$ cat src/rtl/memory_arbiter.sv
// memory_arbiter: serialises icache read misses and dcache read/write traffic
// onto one single-port RAM. dcache wins arbitration unless icache has been
// passed over STARVE_MAX times in a row.
// Ports:
//   CLK, nRST               clock (rising edge), async active-low reset
//   iREN/iaddr -> iwait/iload               icache read channel
//   dREN/dWEN/daddr/dstore -> dwait/dload   dcache read/write channel
//   ramREN/ramWEN/ramaddr/ramstore, ramload/ramstate   RAM side
//   ramerr                  sticky flag: RAM reported ERROR since reset
// Optional: define MEMARB_STATS_EN to add icount/dcount completion counters.
module memory_arbiter #(
  parameter int ADDR_W     = 32,
  parameter int DATA_W     = 32,
  parameter int STARVE_MAX = 4
) (
  input  logic              CLK,
  input  logic              nRST,
  input  logic              iREN,
  input  logic [ADDR_W-1:0] iaddr,
  output logic              iwait,
  output logic [DATA_W-1:0] iload,
  input  logic              dREN,
  input  logic              dWEN,
  input  logic [ADDR_W-1:0] daddr,
  input  logic [DATA_W-1:0] dstore,
  output logic              dwait,
  output logic [DATA_W-1:0] dload,
  output logic              ramREN,
  output logic              ramWEN,
  output logic [ADDR_W-1:0] ramaddr,
  output logic [DATA_W-1:0] ramstore,
  input  logic [DATA_W-1:0] ramload,
  input  logic [1:0]        ramstate,
  output logic              ramerr
`ifdef MEMARB_STATS_EN
  ,
  output logic [31:0]       icount,
  output logic [31:0]       dcount
`endif
);

  localparam int SW = (STARVE_MAX < 1) ? 1 : $clog2(STARVE_MAX + 1);
  localparam logic [SW-1:0] SMAX = SW'(STARVE_MAX);
  localparam logic [1:0] RS_ACCESS = 2'd2;
  localparam logic [1:0] RS_ERROR  = 2'd3;

  typedef enum logic [1:0] {IDLE, ISERVE, DSERVE} state_t;

  state_t        state, next_state;
  logic [SW-1:0] streak, next_streak;
  logic          err_seen;

  always_ff @(posedge CLK or negedge nRST) begin
    if (!nRST) begin
      state  <= IDLE;
      streak <= '0;
      ramerr <= 1'b0;
    end else begin
      state  <= next_state;
      streak <= next_streak;
      if (err_seen) ramerr <= 1'b1;
    end
  end

  always_comb begin
    next_state  = state;
    next_streak = streak;
    err_seen    = 1'b0;
    iwait       = 1'b1;
    dwait       = 1'b1;
    iload       = '0;
    dload       = '0;
    ramREN      = 1'b0;
    ramWEN      = 1'b0;
    ramaddr     = '0;
    ramstore    = '0;
    unique case (state)
      IDLE: begin
        // dcache yields only once icache has been starved STARVE_MAX times.
        if ((dREN || dWEN) && !(iREN && streak == SMAX)) begin
          next_state = DSERVE;
          if (!iREN)               next_streak = '0;
          else if (streak != SMAX) next_streak = streak + 1'b1;
        end else if (iREN) begin
          next_state  = ISERVE;
          next_streak = '0;
        end
      end
      DSERVE: begin
        if (!(dREN || dWEN)) begin
          // Requester withdrew: drop the RAM enables now, no completion pulse.
          next_state = IDLE;
        end else begin
          ramaddr  = daddr;
          ramstore = dstore;
          ramWEN   = dWEN;
          ramREN   = !dWEN;
          if (ramstate == RS_ACCESS) begin
            dwait      = 1'b0;
            dload      = ramload;
            next_state = IDLE;
          end else if (ramstate == RS_ERROR) begin
            // Go back to IDLE; the still-held request is arbitrated again.
            err_seen   = 1'b1;
            next_state = IDLE;
          end
        end
      end
      ISERVE: begin
        if (!iREN) begin
          next_state = IDLE;
        end else begin
          ramaddr = iaddr;
          ramREN  = 1'b1;
          if (ramstate == RS_ACCESS) begin
            iwait      = 1'b0;
            iload      = ramload;
            next_state = IDLE;
          end else if (ramstate == RS_ERROR) begin
            err_seen   = 1'b1;
            next_state = IDLE;
          end
        end
      end
      default: next_state = IDLE;
    endcase
  end

`ifdef MEMARB_STATS_EN
  always_ff @(posedge CLK or negedge nRST) begin
    if (!nRST) begin
      icount <= '0;
      dcount <= '0;
    end else begin
      if (!iwait) icount <= icount + 32'd1;
      if (!dwait) dcount <= dcount + 32'd1;
    end
  end
`endif

endmodule
$ cat config.mk
export PLATFORM = sky130hd
export DESIGN_NAME = memory_arbiter
export DESIGN_NICKNAME = d
export VERILOG_FILES = /design/src/rtl/memory_arbiter.sv
export SDC_FILE = /design/constraint.sdc
export NUM_CORES = 1
export LEC_CHECK = 0
export ABC_AREA = 1
export BUFFER_PORTS_ARGS = -buffer_cell sky130_fd_sc_hd__buf_2
export CAP_MARGIN = 20
export CORE_AREA = 2 2 105 107
export CTS_CLUSTER_DIAMETER = 100
export CTS_CLUSTER_SIZE = 16
export DETAILED_ROUTE_END_ITERATION = 12
export DIE_AREA = 0 0 107 109
export PLACE_DENSITY = 0.53
export RECOVER_POWER = 100
export SYNTH_ARGS = -nofsm -noshare
export SYNTH_HDL_FRONTEND = slang
export SYNTH_SLANG_ARGS = --single-unit
$ cat constraint.sdc
create_clock -name CLK -period 4.2 [get_ports CLK]
set_input_delay 0.84 -clock CLK [delete_from_list [all_inputs] [get_ports CLK]]
set_output_delay 0.84 -clock CLK [all_outputs]
set_load 0.005 [all_outputs]
* Word-level counts from Yosys, hierarchy flattened
Index checks and enable logic that the tools add are counted.
** Storage, ports and cells
- Memories :: 0
- ROM bits :: 0
- Bits of input ports :: 135
- Memory bits (writable) :: 0
- Logic and storage cells :: 56
- Output and inout bits :: 133
- Register bits after elaboration :: 6
- Latch bits :: 0
** Cells by class
- Shift-type cells :: 0
- Bitwise logic cells :: 0
- Multipliers :: 0
- Order comparisons :: 0
- Equal/unequal tests :: 8
- Divide/modulo/power cells :: 0
- Reduce and logical (&&, ||, !) cells :: 8
- $add $sub $neg :: 1
- Multiplexer cells :: 36
** Operator list (count)
- 32-bit two-way mux :: 9
- 32-bit one-hot mux with 2 select lines :: 1
- 1-bit two-way mux :: 13
- 2-bit two-way mux :: 6
- 3-bit two-way mux :: 4
- 2-bit == test (second input constant) :: 3
- 3-bit != test (second input constant) :: 2
- 2-bit one-hot mux with 3 select lines :: 1
- 1-bit one-hot mux with 2 select lines :: 2
- 3-bit by 1-bit adder with 3-bit output (second input constant) :: 1
- 3-bit == test (second input constant) :: 1
- 3-bit by 2-bit != test with 1-bit output (second input constant) :: 1
- 3-bit AND reduction :: 1
- 2-bit by 1-bit == test with 1-bit output (second input constant) :: 1
- 1-bit logical AND :: 2
- 1-bit zero test :: 2
- 2-bit zero test :: 1
- 2-bit nonzero test :: 1
- 1-bit logical OR :: 1

* Logic depth before layout (Yosys ltp)
- Depth in word-level cells :: 6
- Gate-level depth with buffers :: 8
- Depth with buffers taken out :: 8

* Worst setup path before layout
No wires, ideal clock.
- Path type :: in2out
- From :: in iREN
- To :: out ramaddr[0]
- Data required time :: 3.360 ns
- Stages on the path :: 6
- Arrival time :: 1.496 ns
- Setup slack :: 1.864 ns
- Path through :: buf_4 nand2_2 inv_2 buf_2 nand2_1 a21oi_1
** Between the ends
- Cells in the longest elaborated chain, start to end :: 2
** Ends and longest elaborated chain
- start: declaration :: RTL line 18 : input logic iREN,
- 32-bit two-way mux :: RTL line 110 : if (!iREN) begin
- 32-bit one-hot mux with 2 select lines :: RTL line 77 : unique case (state)
- end: declaration :: RTL line 30 : output logic [ADDR_W-1:0] ramaddr,
Every way passes these cells.

* Final worst setup path
- From :: in dWEN
- To :: out dload[13]
** Between the ends
- Cells in the longest elaborated chain, start to end :: 3
** Ends and longest elaborated chain
- start: declaration :: RTL line 23 : input logic dWEN,
- 1-bit logical OR :: RTL line 90 : if (!(dREN || dWEN)) begin
- 32-bit two-way mux :: RTL line 90
- 32-bit two-way mux :: RTL line 77
- end: declaration :: RTL line 27 : output logic [DATA_W-1:0] dload,
Every way passes these cells.

==> metrics.md <==
| Metric | Value |
|---|---|
| Slowest stage delay, CP | between 0.3 and 0.4 ns |
| Rel. slew slack | a little over a quarter |
| PwrDens | 286 mW/mm2 |
| Hold WS | between 0.4 and 0.5 ns |
| CTS Hold Buffers Added | 0 |
| DRC | 0 |
| I/O Pins | roughly 270 |
| Initial antenna violation count | 0 |
| Placed Cells | around 740 |
| Num CTS Buffers | 3 |
| Total die area | about 0.012 mm2 |
| Diode count | 0 |
| Setup Crit Path Kind | in -> out |
| Die Width | roughly 110 um |
| Final core area utilization | around 28% |
| HP Class | reg -> reg |
| Cell chain of the critical path | clkbuf_1 -> clkinv_1 -> nand2_1 -> nand2_4 -> inv_4 -> nand2_4 -> nor2_1 -> clkbuf_1 |
| Dpl ws | approximately 1.1 ns |
| Main synth FF type | dfrtp_1 |
| Synth Area in XOR/XNOR | less than 1% |
| Pint | between 0.3 and 0.4 mW |
| Starting density of the core | between 10% and 20% |
| CP required | roughly 3.4 ns |
| Drt total wl | roughly 7.5 mm |
| Clock Sinks | 6 |
| H-tree Lvls | 1 |
| Largest area contributor in the netlist | nor2_1 |
| Share of layout cells above drive strength 1 | a little under a third |
| Core Box Area | ~0.011 mm2 |
| Seq/Total Area, Yosys | a little under a tenth |
| RSZ-0062 raised after global routing | false |
| Ys Warns | 0 |
| Vias in the first global route | 2119 |
| Post-cts sizing count | 0 |
| Status | complete, no violations |
| Crit-path leading delay family | simple AND/OR/NAND/NOR gates |
| DP Area | 0.00305 mm2 |
| Pin count of the biggest net entering global routing | 34 |
| Worst-Margin Slew | between 1 and 1.5 ns |
| Clock Path Buffers | 2 |
| Finish-stage setup viols | 0 |
| Total number of vias | ~2700 |
| Ys async rst share | 100% |
| Combinational family with the most area after synthesis | simple AND/OR/NAND/NOR gates |
| Top post-synthesis cells by area | nor2_1, nand2_1, inv_1, a21oi_1, dfrtp_1 |
| Final setup margin | between 0.8 and 0.9 ns |
| Pre-antenna DRT Iters | 4 |
| Post-synthesis register bit count | 6 |
| Clk network pwr share | under 10% |
| Mean routed wirelength per cell | 10.1 um |
| Fin cells | 741 |
| Arrival @ worst endpoint | between 2 and 2.5 ns |
| Psw | 0.476 mW |
| Root Driver | clkbuf_8 |
| EDFF count, synth | 0 |
| Synth top area share | a little over a fifth |
| Fin Setup TNS | 0 ns |
| Starting DRC count in detailed routing | ~150 |
| Max Transition Viols Final | 0 |
| Setup Skew | around 0.00049 ns |
| RePlAce Congestion | a little over 0.8 |
| Switching Share | between 50% and 60% |
| Synth Cell Area | about 0.0017 mm2 |
| CP Launch Type | input pin |
| P_leak | 1.80 nW |
| Minimum clock period | between 3 and 4 ns |
| DP HPWL | 6.24 mm |
| Leading cell types by count after synthesis | nor2_1, nand2_1, inv_1, a21oi_1, nand3_1 |
| Post-synthesis mux area share | 0% |
| DRT antenna net count | 0 |
| Crit share post-route | approximately 79% |
| Post-route cell area | 0.00295 mm2 |
| Post-CTS Setup Bufs | 0 |
| Area Overhead vs Synth | 77.8% |
| Max VDD drop | ~0.2 mV |
| Port Buffer Count | about 270 |
| Worst skew pair latency | around 0.21 ns |
| Max Fclk | between 0.3 and 0.4 GHz |
| Combinational Power Share | around 80% |
| Buf/Inv on CP | 4 |
| Synth Area in Compound Gates | about a tenth |
| First-pass GRT wire length | a little over 10 mm |
| Max-cap violation count | 0 |
| CP max-delay cell | inv_4 |
| Mean number of vias per cell | 3.66 |
| Simple-Gate Fraction of Synth Area | between 40% and 50% |
| Clk slew on worst S/H paths | approximately 0.030 ns |
| Cell count after synthesis | between 300 and 400 |
| Mapped Nets | 490 |
| Sequential power share | 10.5% |
| Chip Height | ~110 um |
| Row count | 38 |
| Most numerous cell in the Yosys netlist | nor2_1 |
| Grt ovf | 0 |
| Crit path max fanout | 33 |
| Distinct cells, synth | 20 |
| Clock tree from TritonCTS | built |
| Global router's overall resource usage | 10.5% |
| Synth Area per Inst | roughly 4.8 um2 |
| Final hold violation count | 0 |
| CP Capture Type | output pin |
| Final nets | 744 |
| Power consumption | 0.844 mW |
| Post-synthesis adder-cell area fraction | 4.52% |
-- tightest hold or removal path, cell delays in order (launching register included) --
cell,delay [ns]
dfrtp_1,0.33
inv_1,0.04
nand2_1,0.05
-- per-layer routing --
metal | up-vias | share of wire (%) | global-route usage [%] | wire length (um)
met2 | 112 | 50 | 19.6 | 3780
li1 | 1509 | - | - | -
met4 | 0 | 0.47 | 1.58 | 35
met5 | - | 0 | 0 | 0
met1 | 1091 | 41 | 13.2 | 3120
met3 | 2 | 7.8 | 1.26 | 583
-- cell type report --
cell class | count | area [um2]
Inverter | 82 | 310
Clock buffer | 3 | 41.3
Tap cell | 140 | 175
Fill cell | 1303 | 7650
Sequential cell | 6 | 150
Timing Repair Buffer | 268 | 1220
Multi-Input combinational cell | 242 | 1050
-- logic make-up after synthesis --
logic type      count (synthesis)
simple gates                  200
xor+xnor                        1
buf+inv                       101
flops                           6
fa+ha+maj                       6
compound gates                 35
-- path summary, 6_finish.rpt --
| check | from | endpoint | slack (ns) | depth (start not counted) |
|---|---|---|---|---|
| max | dWEN | dload[13] | 0.90 | 8 |
| min | ramerr$_DFFE_PN0P_ | ramerr$_DFFE_PN0P_ | 0.46 | 2 |
| max reg2reg | state[0]$_DFFE_PN0P_ | streak[0]$_DFFE_PN0P_ | 2.81 | 6 |
| max in group asynchronous | nRST | state[1]$_DFFE_PN0P_ | 3.49 | 1 |
| min reg2reg | ramerr$_DFFE_PN0P_ | ramerr$_DFFE_PN0P_ | 0.46 | 2 |
| min in group asynchronous | nRST | streak[2]$_DFFE_PN0P_ | 0.48 | 1 |
-- power groups by stage --
stage / logic [mW] / clock network, mW / registers [mW]
floorplan: 0.447 / 0 / 0.0862
global placement: 0.724 / 0 / 0.0894
detailed placement: 0.713 / 0 / 0.0892
CTS: 0.716 / 0.0839 / 0.0885
global route: 0.769 / 0.0869 / 0.0918
finish: 0.674 / 0.0813 / 0.0882
-- layout by cell type, fill, tap and decap left out --
| cell type | synthesis | routed |
|---|---|---|
| nand2_4 | 3 | 2 |
| buf_1 | 0 | 5 |
| inv_2 | 3 | 2 |
| nand2_2 | 2 | 1 |
| inv_1 | 78 | 78 |
| nand3_1 | 10 | 10 |
| dfrtp_1 | 6 | 6 |
| nand4_1 | 4 | 4 |
| a21boi_0 | 1 | 1 |
| buf_2 | 9 | 140 |
| nor2_2 | 3 | 1 |
| clkbuf_2 | 0 | 30 |
| inv_4 | 1 | 1 |
| clkbuf_1 | 3 | 92 |
| clkinv_1 | 0 | 1 |
| ha_1 | 6 | 6 |
| o21ai_0 | 1 | 1 |
| clkbuf_8 | 0 | 3 |
| xor2_1 | 1 | 1 |
| nand2_1 | 81 | 83 |
| buf_4 | 1 | 1 |
| nor2_1 | 97 | 99 |
| a21oi_1 | 33 | 33 |
-- state kept, by name (all words and copies together) (netlist names) --
register and flops:
streak 3, ramerr 1, state 2
(Power assumes the default switching activity.)
